File: config.mk
export PLATFORM = sky130hd
export DESIGN_NAME = step_seq_gen_flat
export DESIGN_NICKNAME = d
export VERILOG_FILES = /design/src/rtl/step_seq_pkg.sv /design/src/rtl/step_seq_if.sv /design/src/rtl/step_seq_evch.sv /design/src/rtl/step_seq_gen.sv /design/src/flat_wrapper.sv
export SDC_FILE = /design/constraint.sdc
export NUM_CORES = 1
export LEC_CHECK = 0
export ABC_CLOCK_PERIOD_IN_PS = 5450
export CORE_ASPECT_RATIO = 2
export CORE_UTILIZATION = 30
export CTS_CLUSTER_SIZE = 12
export DETAILED_ROUTE_END_ITERATION = 12
export SLEW_MARGIN = 10
export SYNTH_ARGS = -nofsm -noshare
export SYNTH_HDL_FRONTEND = slang
export SYNTH_SLANG_ARGS = --single-unit
File: constraint.sdc
create_clock -name CCLK -period 5.45 [get_ports CCLK]
set_input_delay 0.8175 -clock CCLK [delete_from_list [all_inputs] [get_ports CCLK]]
set_output_delay 0.8175 -clock CCLK [all_outputs]
set_load 0.01 [all_outputs]
File: src/rtl/step_seq_pkg.sv
// step_seq_pkg: default parameters, width helpers and channel slicing for step_seq_gen
package step_seq_pkg;
    localparam int DEF_PERIOD  = 32;
    localparam int DEF_FRAME   = 33;
    localparam int DEF_NCH     = 2;
    localparam int DEF_PULSE_W = 4;

    function automatic int cw_of(input int period);
        return (period > 2) ? $clog2(period) : 1;
    endfunction

    function automatic int iw_of(input int frame);
        return (frame > 2) ? $clog2(frame) : 1;
    endfunction

    // Low bit of channel k inside a packed NCH*IW index bus
    function automatic int ch_lo(input int k, input int iw);
        return k * iw;
    endfunction
endpackage

File: src/rtl/step_seq_if.sv
// step_seq_if: control/status bundle of step_seq_gen
//   master drives en, clr, oneshot, ev_on, ev_off; slave drives step, step_idx, frame_wrap, ev, done
interface step_seq_if #(
    parameter int NCH = 2,
    parameter int IW  = 6
);
    logic              en;
    logic              clr;
    logic              oneshot;
    logic [NCH*IW-1:0] ev_on;
    logic [NCH*IW-1:0] ev_off;
    logic              step;
    logic [IW-1:0]     step_idx;
    logic              frame_wrap;
    logic [NCH-1:0]    ev;
    logic              done;

    modport master (
        output en, clr, oneshot, ev_on, ev_off,
        input  step, step_idx, frame_wrap, ev, done
    );

    modport slave (
        input  en, clr, oneshot, ev_on, ev_off,
        output step, step_idx, frame_wrap, ev, done
    );
endinterface

File: src/rtl/step_seq_evch.sv
// step_seq_evch: one event channel, set/cleared when the new step index hits its on/off index
//   clk, rst (async high), clr (sync), upd (step edge), idx (new step index),
//   on_idx/off_idx (programmed indices), ev (event level)
module step_seq_evch #(
    parameter int IW = 6
) (
    input  logic          clk,
    input  logic          rst,
    input  logic          clr,
    input  logic          upd,
    input  logic [IW-1:0] idx,
    input  logic [IW-1:0] on_idx,
    input  logic [IW-1:0] off_idx,
    output logic          ev
);
    logic ev_q, ev_d;

    // off is tested first so on==off leaves the channel low
    always_comb begin
        ev_d = clr ? 1'b0 : !upd ? ev_q : (idx == off_idx) ? 1'b0 : (idx == on_idx) ? 1'b1 : ev_q;
    end

    always_ff @(posedge clk or posedge rst) begin
        if (rst) ev_q <= 1'b0;
        else     ev_q <= ev_d;
    end

    assign ev = ev_q;
endmodule

File: src/rtl/step_seq_gen.sv
// step_seq_gen: step pulse every PERIOD enabled clocks, wrapping step index and NCH event lines
//   CCLK, rst (async high), bus (step_seq_if.slave: en/clr/oneshot/ev_on/ev_off in,
//   step/step_idx/frame_wrap/ev/done out)
//   STEP_SEQ_STRETCH_EN: stretch step to PULSE_W cycles
module step_seq_gen
    import step_seq_pkg::*;
#(
    parameter int PERIOD  = DEF_PERIOD,
    parameter int FRAME   = DEF_FRAME,
    parameter int NCH     = DEF_NCH,
    parameter int PULSE_W = DEF_PULSE_W
) (
    input logic      CCLK,
    input logic      rst,
    step_seq_if.slave bus
);
    localparam int CW = cw_of(PERIOD);
    localparam int IW = iw_of(FRAME);

    if (PERIOD < 2 || FRAME < 2 || NCH < 1 || PULSE_W < 1 || PULSE_W >= PERIOD) begin : g_bad_cfg
        $error("step_seq_gen: illegal parameter set");
    end

    logic [CW-1:0]  cyc_q, cyc_d;
    logic [IW-1:0]  idx_q, idx_d;
    logic           step_q, step_d;
    logic           wrap_q, wrap_d;
    logic           done_q, done_d;
    logic [NCH-1:0] ev_w;
    logic           run, adv, last;

    assign run  = bus.en && !bus.clr && !done_q;
    assign adv  = run && (cyc_q == CW'(PERIOD - 1));
    assign last = idx_q == IW'(FRAME - 1);

    always_comb begin
        cyc_d  = bus.clr ? '0 : !run ? cyc_q : adv ? '0 : cyc_q + 1'b1;
        idx_d  = bus.clr ? '0 : !adv ? idx_q : last ? '0 : idx_q + 1'b1;
        wrap_d = adv && last;
        done_d = !bus.clr && (done_q || (adv && last && bus.oneshot));
    end

`ifdef STEP_SEQ_STRETCH_EN
    localparam int PW = (PULSE_W > 1) ? $clog2(PULSE_W) : 1;
    logic [PW-1:0] pw_q, pw_d;

    // pw counts remaining extra cycles; en low freezes both the count and the step level
    always_comb begin
        pw_d   = bus.clr ? '0 : adv ? PW'(PULSE_W - 1) : (step_q && bus.en && pw_q != '0) ? pw_q - 1'b1 : pw_q;
        step_d = bus.clr ? 1'b0 : adv ? 1'b1 : step_q && (!bus.en || pw_q != '0);
    end

    always_ff @(posedge CCLK or posedge rst) begin
        if (rst) pw_q <= '0;
        else     pw_q <= pw_d;
    end
`else
    assign step_d = adv;
`endif

    always_ff @(posedge CCLK or posedge rst) begin
        if (rst) begin
            cyc_q  <= '0;
            idx_q  <= '0;
            step_q <= 1'b0;
            wrap_q <= 1'b0;
            done_q <= 1'b0;
        end else begin
            cyc_q  <= cyc_d;
            idx_q  <= idx_d;
            step_q <= step_d;
            wrap_q <= wrap_d;
            done_q <= done_d;
        end
    end

    for (genvar k = 0; k < NCH; k++) begin : g_ch
        step_seq_evch #(.IW(IW)) u_ch (
            .clk    (CCLK),
            .rst    (rst),
            .clr    (bus.clr),
            .upd    (adv),
            .idx    (idx_d),
            .on_idx (bus.ev_on[ch_lo(k, IW) +: IW]),
            .off_idx(bus.ev_off[ch_lo(k, IW) +: IW]),
            .ev     (ev_w[k])
        );
    end

    assign bus.step       = step_q;
    assign bus.step_idx   = idx_q;
    assign bus.frame_wrap = wrap_q;
    assign bus.ev         = ev_w;
    assign bus.done       = done_q;
endmodule

File: src/flat_wrapper.sv
// flat-port wrapper written by rule: the top's interface ports become plain ports
module step_seq_gen_flat import step_seq_pkg::*;
#(
    parameter int PERIOD  = DEF_PERIOD,
    parameter int FRAME   = DEF_FRAME,
    parameter int NCH     = DEF_NCH,
    parameter int PULSE_W = DEF_PULSE_W
)
  (CCLK, rst, bus_en, bus_clr, bus_oneshot, bus_ev_on, bus_ev_off, bus_step, bus_step_idx, bus_frame_wrap, bus_ev, bus_done);
  step_seq_if #(.NCH(NCH), .IW((iw_of(FRAME)))) bus_i ();
  input logic CCLK;
  input logic rst;
  input wire logic [$bits(bus_i.en)-1:0] bus_en;
  input wire logic [$bits(bus_i.clr)-1:0] bus_clr;
  input wire logic [$bits(bus_i.oneshot)-1:0] bus_oneshot;
  input wire logic [$bits(bus_i.ev_on)-1:0] bus_ev_on;
  input wire logic [$bits(bus_i.ev_off)-1:0] bus_ev_off;
  output wire logic [$bits(bus_i.step)-1:0] bus_step;
  output wire logic [$bits(bus_i.step_idx)-1:0] bus_step_idx;
  output wire logic [$bits(bus_i.frame_wrap)-1:0] bus_frame_wrap;
  output wire logic [$bits(bus_i.ev)-1:0] bus_ev;
  output wire logic [$bits(bus_i.done)-1:0] bus_done;
  assign bus_i.en = bus_en;
  assign bus_i.clr = bus_clr;
  assign bus_i.oneshot = bus_oneshot;
  assign bus_i.ev_on = bus_ev_on;
  assign bus_i.ev_off = bus_ev_off;
  assign bus_step = bus_i.step;
  assign bus_step_idx = bus_i.step_idx;
  assign bus_frame_wrap = bus_i.frame_wrap;
  assign bus_ev = bus_i.ev;
  assign bus_done = bus_i.done;
  step_seq_gen #(.PERIOD(PERIOD), .FRAME(FRAME), .NCH(NCH), .PULSE_W(PULSE_W)) u_core (.CCLK(CCLK), .rst(rst), .bus(bus_i));
endmodule
# Word level (Yosys, flattened, before mapping)
# Cells that the tools add are included.
[word_totals] regBits=16 latchBits=0 mem_bits_rw=0 romBits=0 output_inout_bits=11 wordCells=44 memories=0
[classes] addsub=2 multipliers=0 div=0 magnitude_cmp=0 n_eq_ne=6 shifts=0 n_mux=14 n_bitwise=0 n_reduce_logical=15
[ops] operator="6-bit equality test" n=4
[ops] operator="6-bit 2-to-1 mux" n=3
[ops] operator="5-bit 2-to-1 mux" n=3
[ops] operator="1-bit 2-to-1 mux" n=8
[ops] operator="6-bit by 1-bit adder with 6-bit output (second input constant)" n=1
[ops] operator="6-bit equality test (second input constant)" n=1
[ops] operator="1-bit logical AND" n=6
[ops] operator="3-bit nonzero test" n=2
[ops] operator="5-bit by 1-bit adder with 5-bit output (second input constant)" n=1
[ops] operator="5-bit equality test (second input constant)" n=1
[ops] operator="2-bit AND reduction" n=2
[ops] operator="2-bit nonzero test" n=2
[ops] operator="1-bit logical NOT" n=2
[ops] operator="1-bit logical OR" n=1

# Depth between registers and ports, before layout
[logic_depth] depth_word=11 ltp_mapped=12 mapped_depth_nobuf=10

# By module
# A second synthesis with hierarchy kept.
[hier_totals] cells_unflattened=110 hier_area_um2=1062.3
[by_module_without_submodules] mod="step_seq_gen" n_inst=1 cells_each=70 area_per_inst_um2=724.4
[by_module_without_submodules] mod="step_seq_evch" n_inst=2 cells_each=20 area_per_inst_um2=168.9

# Least setup slack after synthesis
# No wires, ideal clock.
[synth_timing] path_kind="reg2reg" startpoint="register u_core.cyc_q[0]" endpoint="register u_core.g_ch[0].u_ch.ev_q" setup_ns=0.131 arrival_time_ns=2.199 path_slack_ns=3.121 path_stages_with_launch=12 n_path_buf=2 path_cell_list="dfrtp_1 > ha_1 > and3_1 > ha_1 > buf_6 > nand4bb_4 > buf_6 > o21ai_1 > and2_1 > a22o_4 > nor4_2 > a211oi_2"
[synth_between] elab_chain_len=8
[synth_lines] element="from (decl)" line_no="step_seq_gen.sv:24" text="logic [CW-1:0] cyc_q, cyc_d;"
[synth_lines] element="from (signal assigned)" line_no="step_seq_gen.sv:69" text="cyc_q <= cyc_d;"
[synth_lines] element="5-bit equality test (*)" line_no="step_seq_gen.sv:33" text="assign adv = run && (cyc_q == CW'(PERIOD - 1));"
[synth_lines] element="1-bit logical AND (*)" line_no="step_seq_gen.sv:33"
[synth_lines] element="6-bit 2-to-1 mux (2 in a row)" line_no="step_seq_gen.sv:38" text="idx_d = bus.clr ? '0 : !adv ? idx_q : last ? '0 : idx_q + 1'b1;"
[synth_lines] element="6-bit equality test" line_no="step_seq_evch.sv:20" text="ev_d = clr ? 1'b0 : !upd ? ev_q : (idx == off_idx) ? 1'b0 : (idx == on_idx) ? 1'b1 : ev_q;"
[synth_lines] element="1-bit 2-to-1 mux (3 in a row)" line_no="step_seq_evch.sv:20"
[synth_lines] element="to (signal assigned)" line_no="step_seq_evch.sv:25" text="else ev_q <= ev_d;"
[synth_lines] element="to (decl)" line_no="step_seq_evch.sv:16" text="logic ev_q, ev_d;"
# Every way passes the cells marked *; elsewhere a longest branch is shown, timed or not. The select of a mux whose other input is x is not followed.
# A chain may end at the register's enable or synchronous reset.

# Worst setup path in the final report
[layout_timing] startpoint="input port bus_clr" endpoint="register u_core.g_ch[0].u_ch.ev_q"
[layout_between] elab_chain_len=10
[layout_lines] element="from (decl)" line_no="flat_wrapper.sv:14" text="input wire logic [$bits(bus_i.clr)-1:0] bus_clr;"
[layout_lines] element="1-bit logical NOT (*)" line_no="step_seq_gen.sv:32" text="assign run = bus.en && !bus.clr && !done_q;"
[layout_lines] element="1-bit logical AND (*) (2 in a row)" line_no="step_seq_gen.sv:32"
[layout_lines] element="1-bit logical AND (*)" line_no="step_seq_gen.sv:33"
[layout_lines] element="via u_core.adv" line_no="step_seq_gen.sv:30" text="logic run, adv, last;"
[layout_lines] element="6-bit 2-to-1 mux (2 in a row)" line_no="step_seq_gen.sv:38"
[layout_lines] element="6-bit equality test" line_no="step_seq_evch.sv:20"
[layout_lines] element="1-bit 2-to-1 mux (3 in a row)" line_no="step_seq_evch.sv:20"
# Mark *: on every way through the listed nets, which the timed path passes. The rest lies on a longest branch. The select of a mux whose other input is x is not followed.

==> results.txt <==
Final Cycle Share: 0.5784
Die W: 49.98 um
Die area: 4896 um2
Hold endpoint: u_core.cyc_q[4]
Initial Util: 0.3152
Synth async-reset ratio: 1.000
CTS sink cnt: 16
Final worst setup slack: 2.298 ns
Min-delay src: u_core.cyc_q[4]
Flops & latches, synth: 16
# IOs: 40
Dpl hpwl: 3031 um
Most frequent cells in the layout: 39 x clkdlybuf4s50_1, 16 x dfrtp_1, 15 x a21oi_1, 13 x nor2_1, 10 x inv_1
Global Route Usage Sum: 0.1656
Worst skew pair latency: 0.26 ns
Netlist Area Pre-Place: 1381 um2
R2r startpoint: u_core.cyc_q[0]
Arrival time worst endpoint: 3.26 ns
Status: finished clean
Place WS: 2.008 ns
Worst Path Required: 5.56 ns
Post-CTS sizing: 0
Area delta synth->final: 32.70%
Vias: 1243
Post-CTS Setup Inserts: 0
FF+latch area: 400.4 um2
CTS tree: built
Filler cells: 459
I/O Buffers: 39
Worst hold path type: reg -> reg
Fmax: 317.2 MHz
Skew final: 0.002176 ns
Final hold slack: 0.5358 ns
TNS Setup: 0 ns
Synthesized area per cell: 9.271 um2
Drc violations: 0
Fin nets: 217
Worst Path Class, Setup: in -> reg
Rows: 34
Clk pin slew, worst setup/hold paths: 0.06 ns
Slew HR: 0.4741
Final WL: 3640 um
Commonest non-fill, non-tap cell in the layout: clkdlybuf4s50_1
CORE AREA: 4382 um2
Count of cell types in the netlist: 50
Area of the multi-input gates: 878.3 um2
Global-route wire length before repair: 6106 um
EDFF count, synth: 0
Ratio of cells with drive above 1 in the final layout: 0.1093
Primary FF master, synth: dfrtp_1
Clk root buf: clkbuf_8
Post-Syn Nets: 182
Vias in the first global route: 1274
Post-DRT Antenna Nets: 0
Worst-path maximum fanout: 20
Hold path depth: 2
RSZ-0062 raised after global routing: false
Worst reg-to-reg setup slack: 2.46 ns
Pre-Repair DR Iteration Count: 4
Post-layout min period: 3.152 ns
Final hold viol count: 0
Maximum vdd drop: 0.07545 mV
Worst R2R End: u_core.g_ch[1].u_ch.ev
Synth Warn #: 0
CTS H-tree lvls: 1
Largest net degree at the start of global routing: 21
CTS buffer count: 3
Max-cap violations: 0
Worst R2R Path Depth: 9
Register area share after synthesis: 0.2899
GPL Wtd Cong: 0.9971
Routed WL per cell: 15.36 um
Crit. End Element: flip-flop
Total global routing overflow: 0
Cells after synthesis: 149
N_diodes: 0
Final Max Slew Viols: 0
Leakage: 0.7394 nW
Longest Clk Path Bufs: 2
Hold Buf Count CTS: 0
DIE HEIGHT: 97.96 um
Worst Tran Pin Value: 0.7864 ns
Worst Setup Start Kind: input pin
Setup violators final: 0
DR vias/cell: 5.245
Pwr dens: 146.8 nW/um2
Initial DRC count: 17
Antenna violations before repair: 0
==> synthesized netlist by cell type, types with 2 or more instances <==
master	number	area (um2)
dfrtp_1	16	400.4
a21oi_1	15	75.07
nor2_1	13	48.80
inv_1	10	37.54
xor2_1	8	70.07
nor3_1	6	30.03
xnor2_1	6	52.55
and3_1	4	25.02
ha_1	4	50.05
nand3_1	4	20.02
nor2b_1	4	25.02
o21ai_0	4	20.02
buf_4	3	22.52
clkbuf_1	3	11.26
mux2i_1	3	30.03
nand2_1	3	11.26
nand2b_1	3	18.77
a21o_1	2	15.01
a41oi_1	2	17.52
buf_6	2	22.52
nand4bb_4	2	55.05
nor3b_1	2	15.01
o211a_1	2	20.02
o21ai_1	2	10.01
==> worst max path at each step <==
stage | cells after the start | slack, ns | endpoint | from
finish | 8 | 2.30 | u_core.g_ch[0].u_ch.ev | bus_clr
detailed placement | 7 | 2.01 | u_core.g_ch[1].u_ch.ev | bus_clr
global placement | 8 | 2.03 | u_core.g_ch[0].u_ch.ev | bus_clr
global route | 8 | 2.11 | u_core.g_ch[0].u_ch.ev | bus_clr
floorplan | 11 | 3.12 | u_core.g_ch[0].u_ch.ev | u_core.cyc_q[0]
CTS | 7 | 2.29 | u_core.g_ch[1].u_ch.ev | bus_clr
==> per-stage QoR <==
step | power, mW | cells | util | cell area [um2]
6_report | 0.2690 | 237 | 0.4183 | 1833
5_1_grt | 0.2812 | 237 | 0.4183 | 1833
4_1_cts | 0.2730 | 237 | 0.4183 | 1833
3_5_place_dp | 0.1651 | 233 | 0.4058 | 1778
3_3_place_gp | 0.1646 | 233 | 0.4058 | 1778
2_1_floorplan | 0.1391 | 149 | - | 1381
==> final cells by class <==
| type | count | share of cell area |
|---|---|---|
| clock buffer | 4 | 0.03003 |
| inverter | 11 | 0.02253 |
| multi-input combinational | 113 | 0.4792 |
| sequential | 16 | 0.2184 |
| tap | 54 | 0.03686 |
| timing repair buffer | 39 | 0.2130 |
==> flip-flops by register name (all words and copies together), names as in the netlist <==
signal                 cells
u_core.bus.done            1
u_core.bus.frame_wrap      1
u_core.g_ch.u_ch.ev        2
u_core.cyc_q               5
u_core.bus.step            1
u_core.bus.step_idx        6
==> cells by family (layout without fill, tap and decap cells) <==
| kind of cell | Yosys count | count (layout) | share of synthesized area |
|---|---|---|---|
| fa+ha+maj | 4 | 4 | 0.03623 |
| buf+inv | 20 | 54 | 0.07427 |
| simple gates | 53 | 53 | 0.2708 |
| compound gates | 39 | 39 | 0.2183 |
| xor+xnor | 14 | 14 | 0.08877 |
| mux | 3 | 3 | 0.02174 |
| flops | 16 | 16 | 0.2899 |
==> layer usage <==
layer | routed length [um] | GRT usage | part of all wire | vias to the layer above
met2 | 2120 | 0.3149 | 0.58 | 40
met3 | 142 | 0.02025 | 0.039 | 13
li1 | - | - | - | 602
met1 | 1213 | 0.1550 | 0.33 | 588
met4 | 165 | 0.1077 | 0.045 | 0
met5 | 0 | 0 | 0 | -
==> power breakdown <==
part	switching [mW]	total [mW]	internal, mW
registers	0.00128	0.121	0.120
clock network	0.0423	0.107	0.0642
logic	0.0162	0.0413	0.0251
==> worst max-delay path: stages <==
cell and delay (ns):
clkdlybuf4s50_1 0.81, nand4bb_4 0.50, inv_2 0.16, nand3_2 0.11, and2_1 0.22, a22o_4 0.26
nor4_2 0.28, a211oi_2 0.10
Note: power is estimated with default switching activity, not from simulation.
==> variant (same flow settings) <==
Change the package constant `DEF_NCH` from 2 to 1.
--- a/src/rtl/step_seq_pkg.sv
+++ b/src/rtl/step_seq_pkg.sv
@@ -2,7 +2,7 @@
 package step_seq_pkg;
     localparam int DEF_PERIOD  = 32;
     localparam int DEF_FRAME   = 33;
-    localparam int DEF_NCH     = 2;
+    localparam int DEF_NCH     = 1;
     localparam int DEF_PULSE_W = 4;
 
     function automatic int cw_of(input int period);
Ports: changed (resized bus_ev, bus_ev_off and bus_ev_on); port bits go from 40 to 27. The function was not compared with the original's and may differ.
==> variant against the unedited design <==
Routed wire length fell by 27%. Sequential power decreased by 6%. Largest power group unchanged. Total power fell by 14%. Fmax increased by 2.3%. Design area fell by 24%. Clock skew is 0.0041 ns higher. Clock power decreased by 17%. Setup slack better by 0.072 ns. First-iteration DRC count increased by 24%. Sequential share of layout area is 5.2 points higher. Sequential cell count is 1 lower. Global-route usage shrank 1.0 points. Critical path type unchanged. Synthesized area fell by 23%. Critical endpoint unchanged.
==> variant: results (changes against the unedited design) <==
CP max stage delay=0.82 ns; DP Worst Slack=2.10 ns (was 2.01 ns); WHS Endpoint=u_core.cyc_q[4] (unchanged); largest net degree at the start of global routing=24 (was 21); dominant cells by area after synthesis=dfrtp_1 (35%), a21oi_1 (5.2%), ha_1 (4.7%) (was dfrtp_1 (29%), a21oi_1 (5.4%), xor2_1 (5.1%)); clk buf depth=2 (unchanged); CP arrival=3.17 ns (was 3.26 ns); GP Congestion=0.804 (was 0.997); asr flop ratio synth=1.00 (unchanged); vias post-DR=973 (was 1243); CP delay by family, top=simple AND/OR/NAND/NOR gates (unchanged); leakage power=0.540 nW (was 0.739 nW); synth unique cells=49 (was 50); adder-cell share of the synthesized area=0.0471 (was 0.0362); r2r setup slk=2.80 ns (was 2.46 ns); routing usage on met3=0.0126 (was 0.0202); IO Port Bufs=26 (was 39); P_clk=0.0887 mW (was 0.107 mW); DRT iter0 DRCs=21 (was 17); run status=complete, no violations (unchanged); Slew HR=0.462 (was 0.474); sequential power=0.114 mW (was 0.121 mW); grt met1 use=0.163 (was 0.155); DR WL/cell=15.3 µm (was 15.4 µm); NumNets Final=164 (was 217); Detail Placement HPWL=2080 µm (was 3030 µm); share of cells above drive strength 1=0.120 (was 0.109); worst hold path depth=2 (unchanged); Switching Fraction=0.221 (was 0.222); post-synthesis share of cell area spent on xor and xnor gates=0.0412 (was 0.0888); post-synthesis compound-gate area fraction=0.186 (was 0.218); Clock Skew=0.00630 ns (was 0.00218 ns); clk slew on worst S/H paths=0.06 ns (about the same); reg-to-reg endpoint=u_core.g_ch[0].u_ch.ev (was u_core.g_ch[1].u_ch.ev); met2 usage=0.290 (was 0.315); maximum vdd ir drop=0.0000810 V (was 0.0000755 V); drt pass-1 iters=10 (was 4); R2R Path Start=u_core.cyc_q[0] (unchanged); commonest cells in the netlist=dfrtp_1 (15), nor2_1 (12), a21oi_1 (11), nand2_1 (9), inv_1 (6) (was dfrtp_1 (16), a21oi_1 (15), nor2_1 (13), inv_1 (10), xor2_1 (8)); Syn Nets=137 (was 182); GRT Overall Usage=0.155 (was 0.166); vias in the first global route=980 (was 1274); register area share after synthesis=0.353 (was 0.290); mux cell area share after synthesis=0.0188 (was 0.0217); first-pass GRT wire length=4450 µm (was 6110 µm); critical path fanouts, max=23 (was 20)
variant: changes by cell type after synthesis, sizes merged, moves of 3 or more:
cell,unedited run,this run
a21oi,15,12
and3,4,1
buf,6,2
inv,11,6
nand2,3,9
nand3,6,2
nor2b,4,1
or3,1,4
xor2,8,1
variant: per-layer routing:
metal  share of wire  wire length [µm]  up-vias
li1                -                 -      475
met1            0.37               996      473
met2            0.60              1590       25
met3           0.028                74        0
met4               0                 0        0
met5               0                 0        -
variant: cell type report:
type                       count  area (µm²)
tap                           32        40.0
multi-input combinational     91         644
inverter                       6        22.5
sequential                    15         375
timing repair buffer          26         260
fill                         369        1990
clock buffer                   4        45.0
variant: cells by family after synthesis:
logic type      Yosys count
mux                       2
flops                    15
compound gates           30
xor+xnor                  5
simple gates             50
fa+ha+maj                 4
buf+inv                  10
variant: worst max-delay path by stage:
stage,cells after the start,startpoint,endpoint,slack (ns)
6_report,8,bus_clr,u_core.g_ch[0].u_ch.ev,2.37
2_1_floorplan,11,u_core.cyc_q[0],u_core.g_ch[0].u_ch.ev,3.16
4_1_cts,8,bus_clr,u_core.g_ch[0].u_ch.ev,2.37
5_1_grt,8,bus_clr,u_core.g_ch[0].u_ch.ev,2.17
3_3_place_gp,8,bus_clr,u_core.g_ch[0].u_ch.ev,2.14
3_5_place_dp,8,bus_clr,u_core.g_ch[0].u_ch.ev,2.10
variant: metrics by stage:
step	total power [mW]	cells	util	area [µm²]	hold slack [ns]
after detailed placement	0.144	170	0.397	1340	0.518
after global routing	0.240	174	0.411	1390	0.568
after global placement	0.143	170	0.397	1340	0.510
after floorplan	0.128	116	-	1060	0.490
after CTS	0.232	174	0.411	1390	0.534
final	0.230	174	0.411	1390	0.522
